<file path="config.mk">
export PLATFORM = sky130hd
export DESIGN_NAME = bb_game_sequencer
export DESIGN_NICKNAME = d
export VERILOG_FILES = /design/src/rtl/bb_seq_pkg.sv /design/src/rtl/bb_seq_fifo.sv /design/src/rtl/bb_game_sequencer.sv
export SDC_FILE = /design/constraint.sdc
export NUM_CORES = 1
export LEC_CHECK = 0
export BUFFER_PORTS_ARGS = -buffer_cell sky130_fd_sc_hd__buf_4
export CAP_MARGIN = 5
export CORE_MARGIN = 2
export CORE_UTILIZATION = 44
export DETAILED_ROUTE_END_ITERATION = 10
export PLACE_DENSITY_LB_ADDON = 0.05
export SLEW_MARGIN = 10
export SYNTH_ARGS = -nofsm -noshare
export SYNTH_HDL_FRONTEND = slang
export SYNTH_SLANG_ARGS = --single-unit
</file>
<file path="constraint.sdc">
create_clock -name clk -period 5 [get_ports clk]
set_input_delay 0.5 -clock clk [delete_from_list [all_inputs] [get_ports clk]]
set_output_delay 0.5 -clock clk [all_outputs]
set_load 0.1 [all_outputs]
</file>
<file path="src/rtl/bb_seq_pkg.sv">
// rtl/bb_seq_pkg.sv - shared types and constants for the baseball game sequencer
// Purpose: action-code constants, sequencer state enum, buffered tag layout
//          and a helper that packs a tag.
// Ports:   none (package)
package bb_seq_pkg;

   localparam logic [2:0] ACT_WALK   = 3'd0;
   localparam logic [2:0] ACT_SINGLE = 3'd1;
   localparam logic [2:0] ACT_DOUBLE = 3'd2;
   localparam logic [2:0] ACT_TRIPLE = 3'd3;
   localparam logic [2:0] ACT_HR     = 3'd4;
   localparam logic [2:0] ACT_BUNT   = 3'd5;
   localparam logic [2:0] ACT_GROUND = 3'd6;
   localparam logic [2:0] ACT_FLY    = 3'd7;

   typedef enum logic [1:0] {
      COLLECT  = 2'd0,
      PLAY     = 2'd1,
      WAIT_RES = 2'd2
   } seq_state_t;

   // Tag layout: {inning[1:0], half, code[2:0]}
   localparam int TAG_W          = 6;
   localparam int TAG_CODE_LSB   = 0;
   localparam int TAG_HALF_LSB   = 3;
   localparam int TAG_INNING_LSB = 4;

   function automatic logic [TAG_W-1:0] pack_tag(input logic [1:0] inning,
                                                 input logic       half,
                                                 input logic [2:0] code);
      return {inning, half, code};
   endfunction

endpackage

</file>
<file path="src/rtl/bb_seq_fifo.sv">
// rtl/bb_seq_fifo.sv - synchronous tag FIFO with flush for the game sequencer
// Purpose: holds one game's worth of tags between collection and replay.
// Ports:
//   clk, rst          clock, asynchronous active-high reset
//   push, push_data   write request and data (ignored when full)
//   pop, pop_data     read request; pop_data shows the head entry
//   flush             empties the FIFO (wins over push/pop)
//   full, empty       status
//   count             number of stored entries
module bb_seq_fifo
   import bb_seq_pkg::*;
#(
   parameter int DEPTH = 64,
   parameter int WIDTH = TAG_W,
   localparam int AW   = $clog2(DEPTH)
) (
   input  logic             clk,
   input  logic             rst,
   input  logic             push,
   input  logic [WIDTH-1:0] push_data,
   input  logic             pop,
   output logic [WIDTH-1:0] pop_data,
   input  logic             flush,
   output logic             full,
   output logic             empty,
   output logic [AW:0]      count
);

   logic [WIDTH-1:0] mem [DEPTH];
   // Pointers carry one extra MSB so full and empty are distinguishable
   // when the address bits match.
   logic [AW:0]      wr_ptr;
   logic [AW:0]      rd_ptr;

   assign empty    = (wr_ptr == rd_ptr);
   assign full     = (wr_ptr[AW] != rd_ptr[AW]) &&
                     (wr_ptr[AW-1:0] == rd_ptr[AW-1:0]);
   assign count    = wr_ptr - rd_ptr;
   assign pop_data = mem[rd_ptr[AW-1:0]];

   always_ff @(posedge clk or posedge rst) begin
      if (rst) begin
         wr_ptr <= '0;
         rd_ptr <= '0;
      end else if (flush) begin
         wr_ptr <= '0;
         rd_ptr <= '0;
      end else begin
         if (push && !full)
            wr_ptr <= wr_ptr + 1'b1;
         if (pop && !empty)
            rd_ptr <= rd_ptr + 1'b1;
      end
   end

   always_ff @(posedge clk) begin
      if (push && !full && !flush)
         mem[wr_ptr[AW-1:0]] <= push_data;
   end

endmodule

</file>
<file path="src/rtl/bb_game_sequencer.sv">
// rtl/bb_game_sequencer.sv - collects a game of action codes and replays it to the scorer
// Purpose: tracks outs/first base to tag each action with inning and half,
//          buffers a complete game, replays it as one gap-free burst, then
//          waits for the scorer's result.
// Ports:
//   clk, rst                          clock, asynchronous active-high reset
//   act_valid, act_ready, act_code    upstream action handshake
//   bb_in_valid, bb_inning, bb_half,
//   bb_action                         tagged game burst to the scorer
//   bb_out_valid                      scorer result strobe
//   busy                              replaying or awaiting the result
//   overflow                          one-cycle pulse when a game is discarded
//   games_done                        completed-game counter (wraps)
module bb_game_sequencer
   import bb_seq_pkg::*;
#(
   parameter int NUM_INNINGS = 3,
   parameter int DEPTH       = 64
) (
   input  logic       clk,
   input  logic       rst,
   input  logic       act_valid,
   output logic       act_ready,
   input  logic [2:0] act_code,
   output logic       bb_in_valid,
   output logic [1:0] bb_inning,
   output logic       bb_half,
   output logic [2:0] bb_action,
   input  logic       bb_out_valid,
   output logic       busy,
   output logic       overflow,
   output logic [7:0] games_done
);

   localparam int AW = $clog2(DEPTH);
   localparam logic [1:0] LAST_INNING = 2'(NUM_INNINGS);

   seq_state_t state;
   logic [1:0] inning;
   logic       half;
   logic [1:0] outs;
   logic       base1;

   logic             accept;
   logic             fifo_push;
   logic             fifo_pop;
   logic             fifo_flush;
   logic             fifo_full;
   logic             fifo_empty;
   logic [AW:0]      fifo_count;
   logic [TAG_W-1:0] fifo_pop_data;
   logic             last_pop;

   logic [1:0] outs_nx;
   logic       base1_nx;
   logic       half_end;
   logic       game_end;

   assign act_ready  = (state == COLLECT) && !rst;
   assign busy       = (state == PLAY) || (state == WAIT_RES);
   assign accept     = act_valid && act_ready;
   assign fifo_push  = accept && !fifo_full;
   assign fifo_flush = accept && fifo_full;
   assign fifo_pop   = (state == PLAY) && !fifo_empty;
   assign last_pop   = fifo_pop && (fifo_count == (AW+1)'(1));

   bb_seq_fifo #(
      .DEPTH (DEPTH),
      .WIDTH (TAG_W)
   ) u_fifo (
      .clk       (clk),
      .rst       (rst),
      .push      (fifo_push),
      .push_data (pack_tag(inning, half, act_code)),
      .pop       (fifo_pop),
      .pop_data  (fifo_pop_data),
      .flush     (fifo_flush),
      .full      (fifo_full),
      .empty     (fifo_empty),
      .count     (fifo_count)
   );

   // Outs / first-base update for the action being accepted.
   always_comb begin
      outs_nx  = outs;
      base1_nx = base1;
      half_end = 1'b0;
      case (act_code)
         ACT_WALK, ACT_SINGLE: base1_nx = 1'b1;
         ACT_DOUBLE, ACT_TRIPLE, ACT_HR: base1_nx = 1'b0;
         ACT_BUNT: begin
            outs_nx  = outs + 2'd1;
            base1_nx = 1'b0;
         end
         ACT_GROUND: begin
            if (base1 && outs != 2'd0) begin
               half_end = 1'b1;               // double play retires the side
            end else if (base1) begin
               outs_nx  = 2'd2;
               base1_nx = 1'b0;
            end else begin
               outs_nx  = outs + 2'd1;
            end
         end
         default: begin                       // ACT_FLY
            outs_nx  = outs + 2'd1;
            base1_nx = (outs < 2'd2) ? base1 : 1'b0;
         end
      endcase
      if (outs_nx == 2'd3)
         half_end = 1'b1;
   end

   assign game_end = half_end && half && (inning == LAST_INNING);

   always_ff @(posedge clk or posedge rst) begin
      if (rst) begin
         state       <= COLLECT;
         inning      <= 2'd1;
         half        <= 1'b0;
         outs        <= 2'd0;
         base1       <= 1'b0;
         overflow    <= 1'b0;
         games_done  <= 8'd0;
         bb_in_valid <= 1'b0;
         bb_inning   <= 2'd0;
         bb_half     <= 1'b0;
         bb_action   <= 3'd0;
      end else begin
         overflow    <= 1'b0;
         bb_in_valid <= 1'b0;
         bb_inning   <= 2'd0;
         bb_half     <= 1'b0;
         bb_action   <= 3'd0;
         case (state)
            COLLECT: begin
               if (accept && fifo_full) begin
                  // Game too long to buffer: drop it and start over.
                  overflow <= 1'b1;
                  inning   <= 2'd1;
                  half     <= 1'b0;
                  outs     <= 2'd0;
                  base1    <= 1'b0;
               end else if (accept && half_end) begin
                  outs  <= 2'd0;
                  base1 <= 1'b0;
                  if (game_end) begin
                     inning <= 2'd1;
                     half   <= 1'b0;
                     state  <= PLAY;
                  end else if (half) begin
                     inning <= inning + 2'd1;
                     half   <= 1'b0;
                  end else begin
                     half   <= 1'b1;
                  end
               end else if (accept) begin
                  outs  <= outs_nx;
                  base1 <= base1_nx;
               end
            end
            PLAY: begin
               if (fifo_pop) begin
                  bb_in_valid <= 1'b1;
                  bb_inning   <= fifo_pop_data[TAG_INNING_LSB +: 2];
                  bb_half     <= fifo_pop_data[TAG_HALF_LSB];
                  bb_action   <= fifo_pop_data[TAG_CODE_LSB +: 3];
               end
               if (last_pop || fifo_empty)
                  state <= WAIT_RES;
            end
            WAIT_RES: begin
               if (bb_out_valid) begin
                  games_done <= games_done + 8'd1;
                  state      <= COLLECT;
               end
            end
            default: state <= COLLECT;
         endcase
      end
   end

endmodule

</file>
; After elaboration in Yosys (flattened, before gate mapping)
; Memory sizes are Yosys's and may differ from the RTL's.
; Cells that the tools add are included.
[word_totals]
regBits = 38
latch_bits = 0
ramBits = 384
romBits = 0
in_bits = 7
out_inout_bits = 18
elab_cells = 124
n_memories = 1
[memory_table]
columns = name, depth, word_bits, read_ports, rd_clocked_by_memory_dff, write_ports, line_no
row1 = u_fifo.mem, 64, 6, 1, 0, 1, bb_seq_fifo.sv:29  ; logic [WIDTH-1:0] mem [DEPTH];
[classes]
addsub = 6
mul = 0
n_div = 0
order_cmp = 1
n_eq_ne = 21
shift = 0
mux = 45
bitwise_logic = 0
reduce_logical = 37
[op_table]
columns = operator, n
row1 = $mux 2, 16
row2 = $mux 7, 4
row3 = $mux 1, 20
row4 = $add 7x1->7 const B, 2
row5 = $logic_and 1x1->1, 14
row6 = $eq 3x3->1 const B, 3
row7 = $add 8x1->8 const B, 1
row8 = $reduce_bool 2->1, 4
row9 = $eq 7x1->1 const B, 1
row10 = $eq 7x7->1, 1
row11 = $sub 7x7->7, 1
row12 = $eq 2x2->1 const B, 3
row13 = $eq 3x2->1 const B, 2
row14 = $eq 6x6->1, 1
row15 = $mux 3, 2
row16 = $ne 2x2->1 const B, 3
row17 = $ne 6x2->1 const B, 1
row18 = $pmux 2 s3, 1
row19 = $reduce_and 2->1, 3
row20 = $reduce_bool 3->1, 2
row21 = $reduce_and 5->1, 1
row22 = $reduce_or 5->1, 1
row23 = $add 2x1->2 const B, 2
row24 = $logic_not 1->1, 4
row25 = other kinds (15), 17

; Longest topological paths before layout
[depth]
ltp_word = 12
depth_mapped = 12
mapped_depth_nobuf = 9

; Hierarchy
; From an unflattened synthesis, not the netlist that was laid out.
[unflattened]
hier_cells = 1004
hier_area_um2 = 17342.9
[modules_own_cells]
columns = mod, n_inst, cells_per_inst, area_per_inst_um2, seq_area_each_um2
row1 = bb_seq_fifo, 1, 882, 16096.7, 11881.4
row2 = bb_game_sequencer, 1, 122, 1246.2, 601.8

; Worst setup path after synthesis
; Ideal clock, no wire load.
[synth_timing]
path_kind = register to register
startpoint = register state[0]
endpoint = memory u_fifo.mem[63][0] in the netlist's numbering, enable pin
t_arrival_ps = 3405
required_ps = 4650
setup_slack_ps = 1245
stages_incl_launch_ff = 9
n_path_buf = 1
cell_sequence = dfrtp_1 > inv_1 > ha_1 > nor2b_1 > nand2_1 > clkbuf_1 > nor3_1 > nand3_1 > nor2_1
[synth_via]
elab_chain_len = 8
word_cells_on_any_way = 10
classes_between = mux (2) / reduce/logical (8)
[synth_rtl]
columns = element, line_no
row1 = from (decl), bb_game_sequencer.sv:38  ; seq_state_t state;
row2 = from (signal assigned), bb_game_sequencer.sv:118  ; state <= COLLECT;
row3 = from (signal assigned), bb_game_sequencer.sv:150  ; state <= PLAY;
row4 = from (signal assigned), bb_game_sequencer.sv:170  ; state <= WAIT_RES;
row5 = $logic_not 2->1 (*), bb_game_sequencer.sv:59  ; assign act_ready = (state == COLLECT) && !rst;
row6 = $logic_and 1x1->1 (*), bb_game_sequencer.sv:59
row7 = named net act_ready, bb_game_sequencer.sv:23  ; output logic act_ready,
row8 = $logic_and 1x1->1 (*), bb_game_sequencer.sv:61  ; assign accept = act_valid && act_ready;
row9 = "$logic_and 1x1->1, on equally long branches", "bb_game_sequencer.sv:62, bb_game_sequencer.sv:63"
row10 = $logic_and 1x1->1 or $logic_not 1->1 (tied branches), bb_seq_fifo.sv:57  ; if (push && !full && !flush)
row11 = $logic_and 1x1->1 (*), bb_seq_fifo.sv:57
row12 = $mux 1 (*), bb_seq_fifo.sv:57
row13 = $mux 1 (not written as such) (*), bb_seq_fifo.sv:58  ; mem[wr_ptr[AW-1:0]] <= push_data;
row14 = to (decl), bb_seq_fifo.sv:29
; Mark *: on every way through the listed nets, which the timed path passes. The rest lies on a longest branch.

; Worst setup path after layout
[layout_timing]
startpoint = register u_fifo.rd_ptr[1]
endpoint = memory u_fifo.mem[54][0] in the netlist's numbering, enable pin
[layout_via]
elab_chain_len = 8
word_cells_on_any_way = 10
classes_between = eq/ne (1) / mux (2) / reduce/logical (7)
[layout_rtl]
columns = element, line_no
row1 = from (decl), bb_seq_fifo.sv:33  ; logic [AW:0] rd_ptr;
row2 = from (signal assigned), bb_seq_fifo.sv:52  ; rd_ptr <= rd_ptr + 1'b1;
row3 = $eq 6x6->1 (*), bb_seq_fifo.sv:37  ; (wr_ptr[AW-1:0] == rd_ptr[AW-1:0]);
row4 = $logic_and 1x1->1 (*), bb_seq_fifo.sv:36  ; assign full = (wr_ptr[AW] != rd_ptr[AW]) &&
row5 = $logic_not 1->1, "bb_seq_fifo.sv:57, bb_game_sequencer.sv:62"
row6 = $logic_and 1x1->1, bb_game_sequencer.sv:62  ; assign fifo_push = accept && !fifo_full;
row7 = $logic_and 1x1->1, bb_seq_fifo.sv:57
row8 = $logic_and 1x1->1 (*), bb_seq_fifo.sv:57
row9 = $mux 1 (*), bb_seq_fifo.sv:57
row10 = $mux 1 (not written as such) (*), bb_seq_fifo.sv:58
; Every way passes the cells marked *; elsewhere a longest branch is shown, timed or not.

==> impl_metrics.py <==
metrics = {
    "power": {
        "powerDensity_mw_per_mm2": 517.3,
        "leakage_nw": 6.431,
        "vdd_drop_max_mv": 0.2372,
    },
    "clock_network": {
        "cts.root.buffer_cell": "clkbuf_16",
        "post_cts_buffers": 0,
        "cts_htree_levels": 2,
        "clk_path_buf_depth": 3,
        "clk_latency_ps": 560,
        "cts_buffers": 44,
        "cts_tree": "done",
        "clk_pin_slew_ps": 60,
        "post_cts_resize_count": 0,
        "cts.sinks": 422,
        "cts_hold_buf": 0,
    },
    "synth": {
        "synthMuxAreaShare_pct": 16.25,
        "ys_seq_area_share_pct": 73.05,
        "synthCells": 892,
        "synth_simple_gate_area_share_pct": 4.774,
        "synth_top_area_cell": "edfxtp_1",
        "yosysTopAreaCellShare_pct": 67.48,
        "synth_xor_area_share_pct": 0.8201,
        "async_flop_share_pct": 9.005,
        "ys_ff_latch": 422,
        "yosysUniqueCellTypes": 51,
        "syn_area_mm2": 0.01709,
        "avgSynthCellArea_um2": 19.16,
        "synth_edf_count": 384,
        "yosys-top-cells-area": "edfxtp_1, mux4_2, dfrtp_1",
        "synthAdderAreaFrac_pct": 1.215,
        "synth_top_family_by_area": "multiplexers",
        "synth-compound-area-share_pct": 2.138,
        "dominantRegCellSynth": "edfxtp_1",
        "synth_nets": 915,
        "synth_warnings": 0,
    },
    "job": {
        "maxCapViolations": 0,
    },
    "finish": {
        "num-nets-final": 954,
        "final_common_cell": "edfxtp_1",
        "drive_gt1_share_pct": 24.33,
        "area_delta_synth_final_pct": 13.53,
        "stdcell_count": 1484,
        "final_cell_mix": "edfxtp_1, mux4_2, nor2_1",
        "final_core_util_pct": 50.43,
        "antenna_cells": 0,
    },
    "critical_path": {
        "slowest_stage": "dfrtp_4",
        "worstPathArrival_ps": 3920,
        "crit_type": "reg -> reg",
        "end_kind": "flip-flop",
        "path_max_fanout": 51,
        "r2r_end": "u_fifo.mem[54][0]",
        "worstRegToRegCells": 7,
        "path_cells": "inv_1, ha_1, nand2_1, nor4_4, nor3_1, nand3_1, nor2_1",
        "required_ps": 5190,
        "cpPeakStageDelay_ps": 900,
        "r2r_start": "u_fifo.rd_ptr[1]",
        "ff2ff_setup_slack_ps": 1270,
        "cp-start-kind": "flip-flop",
    },
    "floorplanning": {
        "boundaryPins": 25,
        "initial_utilization_pct": 44.42,
        "fp.dieH_um": 201.1,
        "coreArea_mm2": 0.03847,
        "die_w_um": 201.1,
        "num_rows": 72,
        "dieArea_mm2": 0.04043,
    },
    "run_status": {
        "outcome": "finished, final reports clean",
    },
    "global_routing": {
        "globalRouteOverflowTotal": 0,
        "grt_pass1_vias": 8926,
        "grt_use_total_pct": 20.85,
        "grt_pass1_wl_mm": 61.19,
        "grt_max_degree": 72,
        "antenna_found_initial": 0,
    },
    "worst_hold_path": {
        "hp-class": "in -> async",
    },
    "routing": {
        "wire_per_inst_um": 27.74,
        "drt-total-wl_mm": 41.17,
        "dr_total_vias": 8681,
        "ant_nets": 0,
        "viasPerCell": 5.850,
        "drc": 0,
        "drt_iter0_markers": 637,
        "dr.pass1.iters": 5,
    },
    "sta": {
        "worst_slew_pin_slew_ps": 966.6,
        "min_period_ps": 3731,
        "finClkSkew_ps": 7.601,
        "setup_tns_ps": 0,
        "timing.fmax_mhz": 268.1,
        "fin_crit_sh_pct": 74.61,
        "hold_viol": 0,
        "drv_slew": 0,
        "setup_viol": 0,
        "setup_slack_ps": 1269,
        "relSlewSlack_pct": 34.85,
        "rsz0062_at_grt": "no",
    },
    "placement": {
        "placed_cells": 1403,
        "io_buffers": 24,
        "hpwl_mm": 25.06,
        "dp_slack_ps": 1267,
        "globalplace.congestion": 0.8457,
    },
}
-- Yosys cell counts (8+ instances only) --
cell type  number
ha_1           15
a21oi_1        15
xnor2_1         8
buf_2           8
dfrtp_1        37
inv_1          17
nand3_1        16
nor2_1         86
nand2_1        52
clkbuf_1       19
o21ai_0        18
edfxtp_1      384
xor2_1          8
mux4_2        116
mux2i_1        13
-- routing by layer --
layer | vias to the layer above | GRT usage, % | wire, µm | part of all wire [%]
met5 | - | 0 | 0 | 0
met4 | 0 | 5.820 | 1047 | 2.5
met3 | 67 | 6.055 | 3155 | 7.7
met2 | 348 | 31.88 | 19090 | 46
met1 | 4601 | 29.42 | 17880 | 43
li1 | 3665 | - | - | -
-- kinds of logic after synthesis --
family	after synthesis
DFF	422
and+or+nand+nor	186
muxes	132
buffers and inverters	61
AOI/OAI and AO/OA	59
xor gates and xnor gates	16
adders and majority gates	16
-- sequential cells by signal, indices dropped and copies added (netlist names), 2 cells and up --
name           flops
u_fifo.mem       384
games_done         8
u_fifo.rd_ptr      7
u_fifo.wr_ptr      7
bb_action          3
bb_inning          2
inning             2
outs               2
state              2
-- critical path: cells and delay by family, from the launching register on --
family / cells / cell delay, ps
flip-flops: 1 / 900
buffers and inverters: 1 / 120
AND/OR/NAND/NOR: 5 / 2010
adder cells (fa/ha/maj): 1 / 330
-- report_power, final --
| part | total (mW) | switching, mW | internal (mW) |
|---|---|---|---|
| clock network | 3.61 | 1.36 | 2.25 |
| registers | 4.47 | 0.306 | 4.16 |
| logic | 1.95 | 1.12 | 0.830 |
-- worst max-delay path by stage --
stage | cells past startpoint | start | endpoint
2_1_floorplan | 8 | state[0] | u_fifo.mem[63][0]
3_3_place_gp | 7 | u_fifo.rd_ptr[1] | u_fifo.mem[54][0]
3_5_place_dp | 7 | u_fifo.rd_ptr[1] | u_fifo.mem[26][0]
4_1_cts | 7 | u_fifo.rd_ptr[1] | u_fifo.mem[50][4]
5_1_grt | 7 | u_fifo.rd_ptr[1] | u_fifo.mem[18][1]
6_report | 7 | u_fifo.rd_ptr[1] | u_fifo.mem[54][0]
-- area by class of cell --
| class | count | area (µm²) |
|---|---|---|
| fill | 3065 | 19070 |
| tap | 518 | 648.1 |
| sequential | 422 | 12500 |
| clock buffer | 53 | 1135 |
| inverter | 19 | 71.32 |
| multi-input combinational | 409 | 4313 |
| timing repair buffer | 35 | 262.8 |
| clock inverter | 28 | 473.0 |
-- stage by stage --
step / total power, mW / hold slack (ps) / area, µm²
2_1_floorplan: 5.809 / 448.5 / 17090
4_1_cts: 10.13 / 60.37 / 19400
5_1_grt: 10.42 / 116.3 / 19400
3_3_place_gp: 6.500 / 460.7 / 17790
3_5_place_dp: 6.531 / 475.8 / 17790
6_report: 10.03 / 71.14 / 19400
Note: power is estimated with default switching activity, not from simulation.
